--- config.mk ---
export PLATFORM = sky130hd
export DESIGN_NAME = in_port_pack_flat
export DESIGN_NICKNAME = d
export VERILOG_FILES = /design/src/rtl/in_port_pack_if.sv /design/src/rtl/in_port_pack.sv /design/src/flat_wrapper.sv
export SDC_FILE = /design/constraint.sdc
export NUM_CORES = 1
export LEC_CHECK = 0
export BUFFER_PORTS_ARGS = -buffer_cell sky130_fd_sc_hd__buf_4
export CORE_ASPECT_RATIO = 1.4
export CORE_MARGIN = 5
export CORE_UTILIZATION = 45
export CTS_CLUSTER_SIZE = 28
export DETAILED_ROUTE_END_ITERATION = 6
export PLACE_DENSITY = 0.72
export SYNTH_ARGS = -nofsm -noshare
export SYNTH_HDL_FRONTEND = slang
export SYNTH_SLANG_ARGS = --single-unit
--- constraint.sdc ---
create_clock -name clock -period 5.1 [get_ports clock]
set_clock_uncertainty 0.15 [all_clocks]
set_input_delay 0.765 -clock clock [delete_from_list [all_inputs] [get_ports clock]]
set_output_delay 0.765 -clock clock [all_outputs]
set_load 0.005 [all_outputs]
--- src/rtl/in_port_pack_if.sv ---
// in_port_pack_if: pixel stream in, packed FIFO write out
interface in_port_pack_if #(
  parameter int DSIZE = 24,
  parameter int PACK  = 4
);
  logic                  falign;
  logic                  lalign;
  logic                  ealign;
  logic                  idata_vld;
  logic [DSIZE-1:0]      idata;
  logic                  fifo_full;
  logic                  fifo_wr_en;
  logic [DSIZE*PACK-1:0] fifo_wdata;
  logic [4:0]            fifo_wcnt;
  logic                  fifo_wsof;
  logic                  fifo_weof;
  modport master (
    output falign, lalign, ealign, idata_vld, idata, fifo_full,
    input  fifo_wr_en, fifo_wdata, fifo_wcnt, fifo_wsof, fifo_weof
  );
  modport slave (
    input  falign, lalign, ealign, idata_vld, idata, fifo_full,
    output fifo_wr_en, fifo_wdata, fifo_wcnt, fifo_wsof, fifo_weof
  );
endinterface

--- src/rtl/in_port_pack.sv ---
// in_port_pack: packs PACK pixels per FIFO word with sof/eof framing and drop accounting (IN_PORT_PACK_LINE_FLUSH_EN flushes at every lalign)
module in_port_pack #(
  parameter int DSIZE = 24,
  parameter int PACK  = 4
) (
  input  logic          clock,
  input  logic          rst_n,
  in_port_pack_if.slave bus,
  output logic          overflow,
  output logic [15:0]   drop_cnt
);
  typedef enum logic {WAIT_SOF, PACKING} state_t;
  state_t                state, state_nx;
  logic [4:0]            idx, idx_nx, nidx, lane, wcnt_nx;
  logic [DSIZE*PACK-1:0] lanes, lanes_nx, word, wdata_nx;
  logic                  sof_pend, sof_nx, wsof_nx, weof_nx;
  logic                  start, take, trunc, done, lflush, emit, write;
  logic [1:0]            drops;
  logic [16:0]           drop_sum;
`ifdef IN_PORT_PACK_LINE_FLUSH_EN
  assign lflush = bus.lalign;
`else
  assign lflush = 1'b0;
`endif
  // Next-state and word assembly; a truncating falign that also closes its own
  // one-pixel word would need two writes in one cycle, so that second word is dropped and counted
  always_comb begin
    start    = bus.idata_vld && bus.falign;
    take     = bus.idata_vld && (state == PACKING || bus.falign);
    trunc    = start && state == PACKING && idx != 5'd0;
    lane     = start ? 5'd0 : idx;
    nidx     = lane + 5'd1;
    word     = start ? '0 : lanes;
    word[lane*DSIZE +: DSIZE] = bus.idata;
    done     = take && (nidx == 5'(PACK) || bus.ealign || lflush);
    emit     = trunc || done;
    write    = emit && !bus.fifo_full;
    drops    = {1'b0, emit && bus.fifo_full} + {1'b0, trunc && done};
    drop_sum = {1'b0, drop_cnt} + 17'(drops);
    wdata_nx = trunc ? lanes : word;
    wcnt_nx  = trunc ? idx : nidx;
    wsof_nx  = trunc ? sof_pend : (start || sof_pend);
    weof_nx  = trunc || bus.ealign;
    lanes_nx = done ? '0 : take ? word : lanes;
    idx_nx   = done ? 5'd0 : take ? nidx : idx;
    sof_nx   = done ? 1'b0 : take ? (start || sof_pend) : sof_pend;
    state_nx = (take && bus.ealign) ? WAIT_SOF : start ? PACKING : state;
  end
  // Frame-sync state register
  always_ff @(posedge clock or negedge rst_n)
    if (!rst_n) state <= WAIT_SOF;
    else state <= state_nx;
  // Lane storage, registered FIFO write and sticky overflow accounting
  always_ff @(posedge clock or negedge rst_n)
    if (!rst_n) begin
      lanes          <= '0;
      idx            <= '0;
      sof_pend       <= 1'b0;
      bus.fifo_wr_en <= 1'b0;
      bus.fifo_wdata <= '0;
      bus.fifo_wcnt  <= '0;
      bus.fifo_wsof  <= 1'b0;
      bus.fifo_weof  <= 1'b0;
      overflow       <= 1'b0;
      drop_cnt       <= '0;
    end else begin
      lanes          <= lanes_nx;
      idx            <= idx_nx;
      sof_pend       <= sof_nx;
      bus.fifo_wr_en <= write;
      if (write) begin
        bus.fifo_wdata <= wdata_nx;
        bus.fifo_wcnt  <= wcnt_nx;
        bus.fifo_wsof  <= wsof_nx;
        bus.fifo_weof  <= weof_nx;
      end
      if (drops != 2'd0) begin
        overflow <= 1'b1;
        drop_cnt <= drop_sum[16] ? 16'hFFFF : drop_sum[15:0];
      end
    end
endmodule

--- src/flat_wrapper.sv ---
// flat-port wrapper written by rule: the top's interface ports become plain ports
module in_port_pack_flat 
#(
  parameter int DSIZE = 24,
  parameter int PACK  = 4
)
  (clock, rst_n, overflow, drop_cnt, bus_falign, bus_lalign, bus_ealign, bus_idata_vld, bus_idata, bus_fifo_full, bus_fifo_wr_en, bus_fifo_wdata, bus_fifo_wcnt, bus_fifo_wsof, bus_fifo_weof);
  in_port_pack_if #(.DSIZE(DSIZE), .PACK(PACK)) bus_i ();
  input  logic clock;
  input  logic rst_n;
  output logic overflow;
  output logic [15:0] drop_cnt;
  input wire logic [$bits(bus_i.falign)-1:0] bus_falign;
  input wire logic [$bits(bus_i.lalign)-1:0] bus_lalign;
  input wire logic [$bits(bus_i.ealign)-1:0] bus_ealign;
  input wire logic [$bits(bus_i.idata_vld)-1:0] bus_idata_vld;
  input wire logic [$bits(bus_i.idata)-1:0] bus_idata;
  input wire logic [$bits(bus_i.fifo_full)-1:0] bus_fifo_full;
  output wire logic [$bits(bus_i.fifo_wr_en)-1:0] bus_fifo_wr_en;
  output wire logic [$bits(bus_i.fifo_wdata)-1:0] bus_fifo_wdata;
  output wire logic [$bits(bus_i.fifo_wcnt)-1:0] bus_fifo_wcnt;
  output wire logic [$bits(bus_i.fifo_wsof)-1:0] bus_fifo_wsof;
  output wire logic [$bits(bus_i.fifo_weof)-1:0] bus_fifo_weof;
  assign bus_i.falign = bus_falign;
  assign bus_i.lalign = bus_lalign;
  assign bus_i.ealign = bus_ealign;
  assign bus_i.idata_vld = bus_idata_vld;
  assign bus_i.idata = bus_idata;
  assign bus_i.fifo_full = bus_fifo_full;
  assign bus_fifo_wr_en = bus_i.fifo_wr_en;
  assign bus_fifo_wdata = bus_i.fifo_wdata;
  assign bus_fifo_wcnt = bus_i.fifo_wcnt;
  assign bus_fifo_wsof = bus_i.fifo_wsof;
  assign bus_fifo_weof = bus_i.fifo_weof;
  in_port_pack #(.DSIZE(DSIZE), .PACK(PACK)) u_core (.clock(clock), .rst_n(rst_n), .bus(bus_i), .overflow(overflow), .drop_cnt(drop_cnt));
endmodule
==> reports/qor.yml, run 1 <==
yosys:
  syn_nets: 1288
  syn_inst: 1248
  synthFlopType: "dfrtp_1"
  ys_async_sr_fraction_pct: 100
  synth_top_cell_area_share_pct: 48.6
  synth_area_per_cell_sq_um: 9.24
  synth.largest_area_cell: "dfrtp_1"
  synth-edff-count: 0
  synth.distinct_cells: 73
  yosys-top-cells-area: "dfrtp_1 49%, o21ai_0 5.2%, nand2_1 5.0%"
  ys_warn_count: 0
  synth_seq_cells: 224
  synth-seq-area-share_pct: 48.6
  synth_area_sq_um: 11500
finish:
  fill_cells: 2378
  drive_gt1_share_pct: 18.6
  multiInputGateArea_sq_um: 5540
  nets: 1431
  ff_latch_area_sq_um: 5610
  mostFrequentLayoutCells: "224 x dfrtp_1, 189 x buf_4, 153 x nand2_1"
  syn2layout_area_growth_pct: 20.1
  final_common_cell: "dfrtp_1"
  diodes: 0
floorplanning:
  die_h_microns: 199
  die_area_sq_um: 29000
  pin_count: 152
  rows: 69
  start_util_pct: 45.4
  die_x_microns: 145
  core_sq_um: 25400
clock_tree:
  numCtsBuffers: 23
  cts.sinks: 224
  clk_latency_ns: 0.51
  htree_num_levels: 1
  cts_resized: 0
  ctsRootBufferMaster: "clkbuf_16"
  cts.reportedPaths.clkPinSlew_ns: 0.06
  cts_buffer_depth: 3
  postCtsHoldBufs: 0
  cts_tree: "built"
  postCtsSetupRepairBufs: 0
route:
  wl_mm: 38.6
  firstDrtPassIters: 6
  ant_nets: 0
  post-route-drc-count: 0
  avgRoutedWirePerCell_microns: 22.4
  via_per_inst: 6.16
  vias: 10600
  drt_iter0_drc: 1072
job:
  maxCapViolCount: 0
sta:
  final-hold-violation-count: 0
  setup_viol: 0
  period_minus_slack_ns: 4.61
  tns_ns: 0
  finalCritPeriodShare_pct: 90.3
  slew_headroom_pct: 34.6
  worstMarginPinSlew_ns: 0.975
  finalMaxSlewViolations: 0
  rsz0062_at_grt: "false"
  timing.fmax_mhz: 217
power_and_ir_drop:
  finalPower_uw: 5250
  p_per_area_nw_per_um2: 379
  p_switching_uw: 1760
  p_comb_share_pct: 27.8
  pwr-share-clk_pct: 32.3
  p_leak_uw: 0.00636
  pwr-share-seq_pct: 39.9
  p_int_uw: 3490
  ir_worst_vdd_v: 0.000280
  switching_share_pct: 33.6
status:
  status: "complete, no violations"
critical_path:
  crit_fanout: 15
  cp.arrival_ns: 4.89
  critPathCaptureType: "register"
  worstSetupStartpointType: "register"
  r2r_cells: 15
  cp.required_ns: 5.38
  critical_path_class: "register to register"
global_route:
  grt_pass1_wl_mm: 59.4
  grt_pass1_vias: 10300
  grt_use_total_pct: 25.5
  overflow: 0
  grt_max_degree: 123
  antenna_found_initial: 0
place:
  portBuffers: 150
  place_hpwl_mm: 27.7
  place.gp.congestion: 0.977
worst_hold_path:
  min_path_type: "input port to asynchronous set/reset pin"
[stage by stage]
stage / cell area (sq um) / utilization [%] / worst slack (ns) / hold slack (ns) / cells
after floorplan: 11600 / - / 0.0170 / 0.300 / 1248
after global placement: 13100 / 51.7 / 0.323 / 0.305 / 1685
after detailed placement: 13100 / 51.7 / 0.257 / 0.316 / 1685
after CTS: 13900 / 54.6 / 0.596 / 0.222 / 1725
after global routing: 13900 / 54.6 / 0.212 / 0.209 / 1725
final: 13900 / 54.6 / 0.493 / 0.133 / 1725
[final timing paths]
check,endpoint,slack [ns],from
max in group asynchronous,u_core.drop_cnt[9],3.59,rst_n
max,u_core.lanes[90],0.49,u_core.idx[2]
max reg2reg,u_core.lanes[90],0.49,u_core.idx[2]
min in group clock,u_core.lanes[59],0.33,u_core.lanes[59]
min,u_core.bus.fifo_wdata[38],0.13,rst_n
min reg2reg,u_core.lanes[59],0.33,u_core.lanes[59]
[logic make-up after synthesis]
logic type | count (synthesis) | share of synthesized area [%]
AOI/OAI and AO/OA | 449 | 26.8
xor gates and xnor gates | 11 | 0.835
adders and majority gates | 9 | 1.04
buffers and inverters | 103 | 3.65
DFF | 224 | 48.6
muxes | 22 | 1.95
and+or+nand+nor | 430 | 17.2
[synthesized netlist by cell type, types with 6 or more instances]
cell type / instances
ha_1: 8
and2_0: 6
buf_2: 12
a21o_1: 14
a21oi_1: 91
mux2i_1: 18
o21ai_0: 119
o21ai_1: 14
a22o_1: 44
a211oi_1: 7
buf_1: 8
a22oi_1: 10
and2_1: 26
o221ai_1: 7
nand4_1: 7
o2bb2ai_1: 28
nor2b_1: 13
nand3_1: 27
a32o_1: 9
a221o_1: 33
a221oi_1: 7
and3_1: 11
a31oi_1: 11
nor3_1: 19
xor2_1: 6
dfrtp_1: 224
nor2_1: 127
nand2_1: 153
nand2b_1: 14
or3_1: 11
a32oi_1: 6
inv_1: 27
clkbuf_1: 49
[flip-flops by register name, summed over array words and instances (netlist names)]
signal / cells
u_core.lanes: 96
u_core.bus.fifo_weof: 1
u_core.state: 1
u_core.bus.fifo_wcnt: 5
u_core.bus.fifo_wr_en: 1
u_core.bus.fifo_wsof: 1
u_core.bus.fifo_wdata: 96
u_core.overflow: 1
u_core.sof_pend: 1
u_core.drop_cnt: 16
u_core.idx: 5
[critical path: stages (launching register included)]
cell and delay (ns):
dfrtp_1 0.54, nand2b_1 0.23, a21oi_1 0.17, ha_1 0.28, o21ai_0 0.17, a211oi_1 0.41
a22oi_2 0.13, nand3_2 0.13, inv_2 0.10, ha_1 0.30, nand2b_1 0.10, a21oi_1 0.48
nand2_1 0.19, nor3_1 0.51, nand3_1 0.36, o21ai_0 0.26
[routing by layer]
metal	up-vias	GRT usage [%]	wire, microns	share of wire [%]
li1	4855	-	-	-
met3	107	3.31	2570	6.7
met4	0	11.9	2050	5.3
met5	-	0	0	0
met2	470	44.3	19200	50
met1	5194	31.8	14800	38
[layout make-up]
| type | count | share of cell area, % |
|---|---|---|
| clock buffer | 30 | 4.56 |
| multi-input combinational | 921 | 40.0 |
| clock inverter | 10 | 0.804 |
| tap | 319 | 2.88 |
| inverter | 30 | 0.813 |
| sequential | 224 | 40.5 |
| timing repair buffer | 191 | 10.5 |
[power by group through the flow]
stage / logic [uW] / clock network [uW] / registers [uW]
2_1_floorplan: 794 / 0 / 2100
3_3_place_gp: 1420 / 0 / 2120
3_5_place_dp: 1450 / 0 / 2130
4_1_cts: 1450 / 1710 / 2090
5_1_grt: 1580 / 1800 / 2110
6_report: 1460 / 1700 / 2090
(Power assumes the default switching activity.)
==> run 2, diff against run 1 <==
Settings changed: CAP_MARGIN set to 30, CORE_ASPECT_RATIO 1.4 to 2.
==> run 2 against run 1 <==
  * Fmax decreased by 1.4%
  * Via count about the same
  * Largest power group unchanged
  * First-iteration DRC count increased by 1.8%
  * Routed wire length decreased by 2.6%
  * Critical path type unchanged
==> reports/qor.yml, run 2 (synthesized netlist as in run 1, its figures left out) <==
critical_path:
  critPathTopFamily: "compound AO/OA/AOI/OAI gates"
  r2r_setup_slack_ns: 0.43
  critPathCaptureType: "register"
  r2r_cells: 15
  crit_buf_inv: 1
  crit_path_cell_trace: "nand2b_1 > a21oi_1 > ha_1 > o21ai_0 > a211oi_1 > a22oi_2 > nand3_2 > inv_2 > ha_1 > or3b_2 > a211oi_2 > and3_1 > a21oi_2 > a21oi_1 > o32ai_1"
  cp.required_ns: 5.34
  critical_path_class: "register to register"
  r2r_start: "u_core.idx[1]"
  r2r_end: "u_core.bus.fifo_wdata[8]"
  slowest_stage: "dfrtp_1"
  worstSetupStartpointType: "register"
  crit_fanout: 13
  cp.arrival_ns: 4.91
  cp_slowest_stage_delay_ns: 0.60
route:
  post-route-drc-count: 0
  avgRoutedWirePerCell_microns: 21.6
  firstDrtPassIters: 7
  wl_mm: 37.6
  vias: 10600
  via_per_inst: 6.12
  ant_nets: 0
  drt_iter0_drc: 1091
worst_hold_path:
  min_path_type: "input port to asynchronous set/reset pin"
finish:
  drive_gt1_share_pct: 18.2
  reg_top3: "u_core.bus.fifo_wdata: 96 flops, u_core.lanes: 96 flops, u_core.drop_cnt: 16 flops"
  diodes: 0
  mostFrequentLayoutCells: "224 x dfrtp_1, 183 x buf_4, 153 x nand2_1"
  final_util_pct: 54.3
  final_common_cell: "dfrtp_1"
  fin_area_sq_um: 13800
  fill_cells: 2285
  syn2layout_area_growth_pct: 19.8
  nets: 1423
global_route:
  overflow: 0
  grt_pass1_vias: 10500
  grt_max_degree: 91
  antenna_found_initial: 0
  grt_use_total_pct: 25.6
  grt_pass1_wl_mm: 59.1
floorplanning:
  start_util_pct: 45.3
  core_sq_um: 25400
  die_x_microns: 123
  pin_count: 152
  rows: 83
  die_area_sq_um: 29100
  die_h_microns: 236
power_and_ir_drop:
  p_per_area_nw_per_um2: 376
  ir_worst_vdd_v: 0.000264
  p_leak_uw: 0.00633
clock_tree:
  ctsRootBufferMaster: "clkbuf_16"
  htree_num_levels: 1
  numCtsBuffers: 21
  cts.reportedPaths.clkPinSlew_ns: 0.07
  clk_latency_ns: 0.52
  postCtsHoldBufs: 0
  cts_buffer_depth: 3
  cts_tree: "built"
  cts.sinks: 224
sta:
  worstMarginPinSlew_ns: 0.938
  finalMaxSlewViolations: 0
  final-hold-violation-count: 0
  period_minus_slack_ns: 4.67
  finalCritPeriodShare_pct: 91.6
  timing.fmax_mhz: 214
  tns_ns: 0
  slew_headroom_pct: 37.5
  setup_viol: 0
  rsz0062_at_grt: "false"
place:
  placed_cell_area_sq_um: 13100
  place_hpwl_mm: 27.0
  place.gp.congestion: 0.997
  portBuffers: 150
status:
  status: "complete, no violations"
job:
  maxCapViolCount: 0
-- run 2: worst max-delay path by stage --
stage,from,endpoint,slack (ns),depth (start not counted)
floorplan,bus_falign,u_core.bus.fifo_wdata[0],0.02,22
global placement,bus_idata_vld,u_core.lanes[71],0.11,17
detailed placement,bus_idata_vld,u_core.lanes[71],0.09,17
CTS,u_core.idx[1],u_core.lanes[71],0.47,15
global route,u_core.idx[1],u_core.lanes[7],0.11,16
finish,u_core.idx[1],u_core.bus.fifo_wdata[8],0.43,15
-- run 2: metrics by stage --
step	total power [uW]	setup slack, ns	hold slack (ns)	std cells
2_1_floorplan	2890	0.0170	0.300	1248
3_3_place_gp	3520	0.108	0.311	1700
3_5_place_dp	3550	0.0927	0.307	1700
4_1_cts	5210	0.469	0.113	1737
5_1_grt	5440	0.111	0.143	1737
6_report	5190	0.429	0.0798	1737
-- run 2: worst reg2reg max path: cells and delay by family, from the launching register on --
| family | cells | cell delay (ns) |
|---|---|---|
| flip-flops | 1 | 0.60 |
| AO/OA/AOI/OAI | 8 | 1.78 |
| buffers and inverters | 1 | 0.21 |
| adder cells (fa/ha/maj) | 2 | 0.54 |
| AND/OR/NAND/NOR | 4 | 1.27 |
-- run 2: layer usage --
metal	vias to the layer above	global-route usage, %	routed length, microns
li1	4825	-	-
met5	-	0	0
met2	505	40.6	17900
met4	0	10.2	1510
met3	98	3.07	2860
met1	5203	35.4	15300
-- run 2: what timing repair did --
action / 4_1_cts / 5_1_grt
setup endpoints to repair: 0 / 1
resized for setup: 0 / 1
buffers inserted: 0 / 0
-- run 2: cell type report --
cell class                 count  area, sq um  area share (%)
sequential                   224         5610            40.6
multi-input combinational    921         5540            40.1
timing repair buffer         185         1410            10.2
clock buffer                  31          633            4.58
tap                          340          425            3.08
inverter                      30          113           0.815
clock inverter                 6         83.8           0.607
-- run 2: where the power goes --
part | switching [uW] | internal, uW | total (uW) | leakage [uW]
clock network | 691 | 961 | 1650 | 0.000357
logic | 901 | 549 | 1450 | 0.00293
registers | 130 | 1960 | 2090 | 0.00304
